[src/rtl/serial_div_master.sv]
// rtl/serial_div_master.sv - Wishbone initiator driving a memory-mapped divider for one command at a time.
module serial_div_master #(
    parameter int WBW         = 32,
    parameter int XLEN        = 32,
    parameter int WAIT_CYCLES = 34,
    parameter int TIMEOUT     = 16
) (
    input  logic              clk_i,
    input  logic              reset_ni,
    input  logic              cmd_valid_i,
    output logic              cmd_ready_o,
    input  logic [XLEN-1:0]   cmd_dividend_i,
    input  logic [XLEN-1:0]   cmd_divisor_i,
    output logic              rsp_valid_o,
    input  logic              rsp_ready_i,
    output logic [XLEN-1:0]   rsp_quotient_o,
    output logic [XLEN-1:0]   rsp_remainder_o,
    output logic              rsp_err_o,
    output logic              wbm_cyc_o,
    output logic              wbm_stb_o,
    output logic              wbm_we_o,
    output logic [WBW/8-1:0]  wbm_sel_o,
    output logic [WBW-1:0]    wbm_adr_o,
    output logic [WBW-1:0]    wbm_dat_o,
    input  logic              wbm_ack_i,
    input  logic [WBW-1:0]    wbm_dat_i,
    output logic              busy_o
);

    localparam int WW = (WAIT_CYCLES > 1) ? $clog2(WAIT_CYCLES) : 1;
    localparam int TW = $clog2(TIMEOUT);

    typedef enum logic [2:0] {
        IDLE, WR_DVD, WR_DVS, WR_START, WAIT, RD_QUO, RD_REM, RESP
    } state_t;

    state_t            state;
    state_t            launch_state;
    logic              launch;
    logic              ack;
    logic [XLEN-1:0]   dvs_q;
    logic [WW-1:0]     wait_cnt;
    logic [TW-1:0]     tmo_cnt;
    logic [WBW-1:0]    launch_adr;
    logic [WBW-1:0]    launch_dat;
    logic              launch_we;

    // An ack only counts while our strobe is out; stray acks are dropped here.
    assign ack = wbm_ack_i & wbm_stb_o;

    function automatic logic [WBW-1:0] req_adr(input state_t s);
        case (s)
            WR_DVD:   req_adr = WBW'(32'h8000_0000);
            WR_DVS:   req_adr = WBW'(32'h4000_0000);
            WR_START: req_adr = WBW'(32'h0200_0000);
            RD_QUO:   req_adr = WBW'(32'h2000_0000);
            RD_REM:   req_adr = WBW'(32'h1000_0000);
            default:  req_adr = '0;
        endcase
    endfunction

    // A new strobe is launched on the same edge that enters the state, or after the gap cycle.
    always_comb begin
        launch       = 1'b0;
        launch_state = state;
        case (state)
            IDLE: begin
                launch       = cmd_valid_i & cmd_ready_o;
                launch_state = WR_DVD;
            end
            WAIT: begin
                launch       = (wait_cnt == WW'(WAIT_CYCLES - 1));
                launch_state = RD_QUO;
            end
            WR_DVD, WR_DVS, WR_START, RD_QUO, RD_REM: launch = ~wbm_stb_o;
            default: launch = 1'b0;
        endcase
    end

    always_comb begin
        launch_adr = req_adr(launch_state);
        launch_we  = (launch_state == WR_DVD) || (launch_state == WR_DVS) ||
                     (launch_state == WR_START);
        case (launch_state)
            WR_DVD:  launch_dat = WBW'(cmd_dividend_i);
            WR_DVS:  launch_dat = WBW'(dvs_q);
            default: launch_dat = '0;
        endcase
    end

    always_ff @(posedge clk_i or negedge reset_ni) begin
        if (!reset_ni) begin
            state           <= IDLE;
            cmd_ready_o     <= 1'b0;
            rsp_valid_o     <= 1'b0;
            rsp_quotient_o  <= '0;
            rsp_remainder_o <= '0;
            rsp_err_o       <= 1'b0;
            wbm_cyc_o       <= 1'b0;
            wbm_stb_o       <= 1'b0;
            wbm_we_o        <= 1'b0;
            wbm_sel_o       <= '0;
            wbm_adr_o       <= '0;
            wbm_dat_o       <= '0;
            busy_o          <= 1'b0;
            dvs_q           <= '0;
            wait_cnt        <= '0;
            tmo_cnt         <= '0;
        end else begin
            case (state)
                IDLE: begin
                    cmd_ready_o <= 1'b1;
                    if (cmd_valid_i && cmd_ready_o) begin
                        state           <= WR_DVD;
                        cmd_ready_o     <= 1'b0;
                        busy_o          <= 1'b1;
                        dvs_q           <= cmd_divisor_i;
                        rsp_quotient_o  <= '0;
                        rsp_remainder_o <= '0;
                        rsp_err_o       <= 1'b0;
                    end
                end
                WR_DVD, WR_DVS, WR_START, RD_QUO, RD_REM: begin
                    if (wbm_stb_o) begin
                        if (ack) begin
                            wbm_cyc_o <= 1'b0;
                            wbm_stb_o <= 1'b0;
                            wbm_we_o  <= 1'b0;
                            wbm_sel_o <= '0;
                            wbm_adr_o <= '0;
                            wbm_dat_o <= '0;
                            tmo_cnt   <= '0;
                            case (state)
                                WR_DVD:   state <= WR_DVS;
                                WR_DVS:   state <= WR_START;
                                WR_START: begin
                                    state    <= WAIT;
                                    wait_cnt <= '0;
                                end
                                RD_QUO: begin
                                    state          <= RD_REM;
                                    rsp_quotient_o <= XLEN'(wbm_dat_i);
                                end
                                default: begin
                                    state           <= RESP;
                                    rsp_remainder_o <= XLEN'(wbm_dat_i);
                                    rsp_valid_o     <= 1'b1;
                                end
                            endcase
                        end else if (tmo_cnt == TW'(TIMEOUT - 1)) begin
                            // Responder gave up on us: abandon the bus and report an error.
                            wbm_cyc_o       <= 1'b0;
                            wbm_stb_o       <= 1'b0;
                            wbm_we_o        <= 1'b0;
                            wbm_sel_o       <= '0;
                            wbm_adr_o       <= '0;
                            wbm_dat_o       <= '0;
                            tmo_cnt         <= '0;
                            state           <= RESP;
                            rsp_valid_o     <= 1'b1;
                            rsp_err_o       <= 1'b1;
                            rsp_quotient_o  <= '0;
                            rsp_remainder_o <= '0;
                        end else begin
                            tmo_cnt <= tmo_cnt + TW'(1);
                        end
                    end
                end
                WAIT: begin
                    if (wait_cnt == WW'(WAIT_CYCLES - 1)) begin
                        state <= RD_QUO;
                    end else begin
                        wait_cnt <= wait_cnt + WW'(1);
                    end
                end
                RESP: begin
                    if (rsp_ready_i) begin
                        state       <= IDLE;
                        rsp_valid_o <= 1'b0;
                        busy_o      <= 1'b0;
                        cmd_ready_o <= 1'b1;
                    end
                end
                default: state <= IDLE;
            endcase

            if (launch) begin
                wbm_cyc_o <= 1'b1;
                wbm_stb_o <= 1'b1;
                wbm_we_o  <= launch_we;
                wbm_sel_o <= '1;
                wbm_adr_o <= launch_adr;
                wbm_dat_o <= launch_dat;
            end
        end
    end

endmodule

[config.mk]
export PLATFORM = sky130hd
export DESIGN_NAME = serial_div_master
export DESIGN_NICKNAME = d
export VERILOG_FILES = /design/src/rtl/serial_div_master.sv
export SDC_FILE = /design/constraint.sdc
export NUM_CORES = 1
export LEC_CHECK = 0
export ABC_AREA = 1
export CAP_MARGIN = 20
export CORE_MARGIN = 10
export CORE_UTILIZATION = 42
export CTS_CLUSTER_DIAMETER = 150
export DETAILED_ROUTE_END_ITERATION = 6
export PLACE_DENSITY = 0.74
export SETUP_SLACK_MARGIN = 0.02
export SLEW_MARGIN = 20
export SYNTH_ARGS = -nofsm -noshare
export SYNTH_HDL_FRONTEND = slang
export SYNTH_SLANG_ARGS = --single-unit
[constraint.sdc]
create_clock -name clk_i -period 1.55 [get_ports clk_i]
set_clock_uncertainty 0.2 [all_clocks]
set_input_delay 0.31 -clock clk_i [delete_from_list [all_inputs] [get_ports clk_i]]
set_output_delay 0.31 -clock clk_i [all_outputs]
set_load 0.005 [all_outputs]
==> results.md <==
* Outcome: finished, violations left
* Failing checks: negative setup slack
* Leading cell types by count after synthesis: nand2_1 (275), dfrtp_1 (153), nand3_1 (85)
* Min-Delay Path Class: primary input to async pin
* Crit path kind: flop to flop
* Hold Violations, Final at 0
* Worst-path clk slew at 0.06 ns
* I/O Buffers at 212
* Final setup viols at between 150 and 200
* Num Clock Sinks at approximately 150
* Gr ovfl total at 0
* Critical Path Max Stage Delay at approximately 0.43 ns
* Die ar. at between 20000 and 25000 um^2
* Cells along the critical path: buf_4 > o21ai_4 > nand2_8 > buf_12 > nand2_8 > inv_8 > nand2_8 > clkbuf_16 > nand3_2 > nand2_1
* Worst-Skew Late Latency at about 0.43 ns
* Post-Synth Simple-Gate Area at 0.253
* H-tree depth at 4
* CP arrival at between 2 and 2.5 ns
* #FFs+latches synth at around 150
* Synth cell types at 30
* Area growth, synth to finish at 65.4%
* CP startpoint kind: flop
* Sequential fraction of the synthesis area at 0.519
* Initial antenna violation count at 0
* RSZ-0062 raised after global routing: yes
* CP max stage cell: dfrtp_2
* Async set-reset flop share out of synthesis at 1.00
* Most frequent cell after synthesis: nand2_1
* Longest Clk Path Bufs at 2
* Core Area at approximately 17000 um^2
* Ratio of total power to cell area at 2280 nW/um^2
* Total number of vias at 7484
* Gr usage total at 0.219
* Area of the multi-input gates at 3340 um^2
* DRC errors left at 0
* Vias per cell at about 5.1
* Die width at around 150 um
* Inserted Diodes at 0
* Mapped Cells at 860
* Mapped Area at 7380 um^2
* Sequential Area at between 3000 and 4000 um^2
* Dpl hpwl at 16700 um
* Row count at 48
* WL per Instance at around 20 um
* I/O pin count at 240
* Setup TNS Final at -44.49 ns
* Layout cell share with drive strength beyond 1 at 0.408
* Clock root cell: clkbuf_16
* Leak at 6.46 nW
* Mux cell area share after synthesis at 0
* Largest family of logic cells by synthesized area: simple AND/OR/NAND/NOR gates
* Number of global-route vias before repair at approximately 7600
* WL final at 28400 um
* # fillers at about 1300
* Initial DRC count at 512
* Initial core utilization at 0.428
* GPL Wtd Cong at ~0.90
* CTS tree: yes
* Pin count of the biggest net entering global routing at 37
* Top FF cell, synth: dfrtp_1
* Min Tclk post-route at just under 2 ns
* Placed Instances at around 1300
* Required time of the critical path at 1.71 ns
* Drt pass-1 iters at 5
* Synth area leader: dfrtp_1
* Total power at ~28 mW
* Ys Warns at 0
* Vert. Die Dim at 153 um
* Highest net fanout along the worst path at 8
* First-pass GRT wire length at just over 40000 um
* Mean Syn Cell Area at approximately 8.6 um^2
* Setup crit end kind: flop
* CP dominant cell by count: nand2_8
* Synth top area cells: dfrtp_1 (52%), nand2_1 (14%), nand3_1 (5.8%)
* Synth Area in Adders at 0.00509
* Cell Count, Final, Fillers Out at about 1500
* Xor and xnor area share after synthesis at 0.00356
* Detail Route Antenna Nets at 0
* Post-synthesis compound-gate area fraction at 0.0980
* Worst setup margin at -0.394 ns
* Crit share post-route at 1.25
* Final #Nets at between 1000 and 1500
* Max-Cap Viols at 0
* Fmax at just over 0.5 GHz
* Worst VDD drop at about 1.1 mV
* Fin. max-slew vios at 0
* CTS Buf Count at 17
* Share of the synthesized area in the top cell type at 0.519
* Count of flip-flops with a built-in enable after synthesis at 0
==> cell usage in the layout (no fill, tap or decap), types with 4 or more instances in the layout <==
cell | Yosys | final
clkbuf_8 | 0 | 4
o21ai_2 | 33 | 41
inv_2 | 7 | 5
nor2_1 | 10 | 6
o21ai_0 | 66 | 30
conb_1 | 1 | 27
nand3_1 | 85 | 50
inv_1 | 73 | 70
a22o_1 | 7 | 7
buf_2 | 28 | 101
nand3_2 | 2 | 31
clkbuf_2 | 0 | 8
clkdlybuf4s50_1 | 0 | 99
nor2_4 | 1 | 6
nand3_4 | 1 | 8
dfrtp_1 | 153 | 149
dfrtp_2 | 0 | 4
nand4_1 | 35 | 35
buf_12 | 0 | 22
nand2_2 | 6 | 53
buf_4 | 39 | 119
bufinv_16 | 0 | 5
nand2_1 | 275 | 218
o21ai_1 | 0 | 27
buf_16 | 0 | 9
buf_6 | 13 | 35
nand2_4 | 3 | 7
clkbuf_16 | 0 | 25
nand2_8 | 0 | 6
==> logic make-up after synthesis <==
logic type | Yosys count
AO/OA/AOI/OAI | 113
XOR/XNOR | 3
adder cells (fa/ha/maj) | 3
buffers and inverters | 164
flip-flops | 153
other | 1
AND/OR/NAND/NOR | 423
==> path summary, 6_finish.rpt <==
| path | from | end | slack, ns | depth (start not counted) |
|---|---|---|---|---|
| max | state[1]$_DFFE_PN0P_ | wbm_adr_o[30]$_DFFE_PN0P_ | -0.39 | 10 |
| min | reset_ni | rsp_remainder_o[24]$_DFFE_PN0P_ | 0.15 | 2 |
| max reg2reg | state[1]$_DFFE_PN0P_ | wbm_adr_o[30]$_DFFE_PN0P_ | -0.39 | 10 |
| min reg2reg | rsp_quotient_o[9]$_DFFE_PN0P_ | rsp_quotient_o[9]$_DFFE_PN0P_ | 0.27 | 2 |
| max in group asynchronous | reset_ni | rsp_remainder_o[11]$_DFFE_PN0P_ | 0.43 | 3 |
| min in group clk_i | cmd_divisor_i[25] | dvs_q[25]$_DFFE_PN0P_ | 0.22 | 3 |
==> sequential cells by signal (all words and copies together) (netlist names), 3 cells and up <==
signal and flops:
dvs_q 32, rsp_quotient_o 32, rsp_remainder_o 32, wbm_dat_o 32
wait_cnt 6, wbm_adr_o 5, tmo_cnt 4, state 3
==> critical path: cells and delay by family, from the launching register on <==
family	cells	cell delay [ns]
compound gates	1	0.20
buf+inv	4	0.54
flops	1	0.43
simple gates	5	0.49
==> metal layers <==
layer / vias to the layer above / track usage / part of all wire
met5: - / 0 / 0
met1: 3585 / 0.255 / 0.39
met2: 365 / 0.362 / 0.49
met4: 0 / 0.0827 / 0.035
met3: 72 / 0.0802 / 0.086
li1: 3462 / - / -
==> per-stage QoR <==
stage / util / hold slack (ns) / cell area [um^2] / worst slack, ns
global placement: 0.593 / 0.0301 / 10200 / -0.407
finish: 0.708 / 0.153 / 12200 / -0.394
detailed placement: 0.593 / 0.0315 / 10200 / -0.451
CTS: 0.668 / 0.150 / 11500 / -0.314
global route: 0.708 / 0.169 / 12200 / -0.478
floorplan: - / -0.186 / 7520 / -0.101
==> where the power goes <==
part,leakage (nW),internal [mW],switching [mW]
Combinational,4.14,7.85,8.67
Clock,0.317,3.00,1.64
Sequential,2.00,5.74,0.966
Total,6.46,16.6,11.3
==> final cells by class <==
type                    count  area share
multi-input cells         570       0.274
flip-flops and latches    153       0.314
clock buffers              21      0.0394
well taps                 225      0.0231
inverters                  80      0.0270
clock inverters             8      0.0137
repair buffers            405       0.309
==> timing repair <==
item,CTS,global route
cloned,9,13
endpoints found under the setup margin,265,165
hold buffers,1,0
pin swaps,7,19
hold endpoints to repair,153,0
gates resized for setup,584,84
buffers inserted,62,19
(Power assumes the default switching activity.)
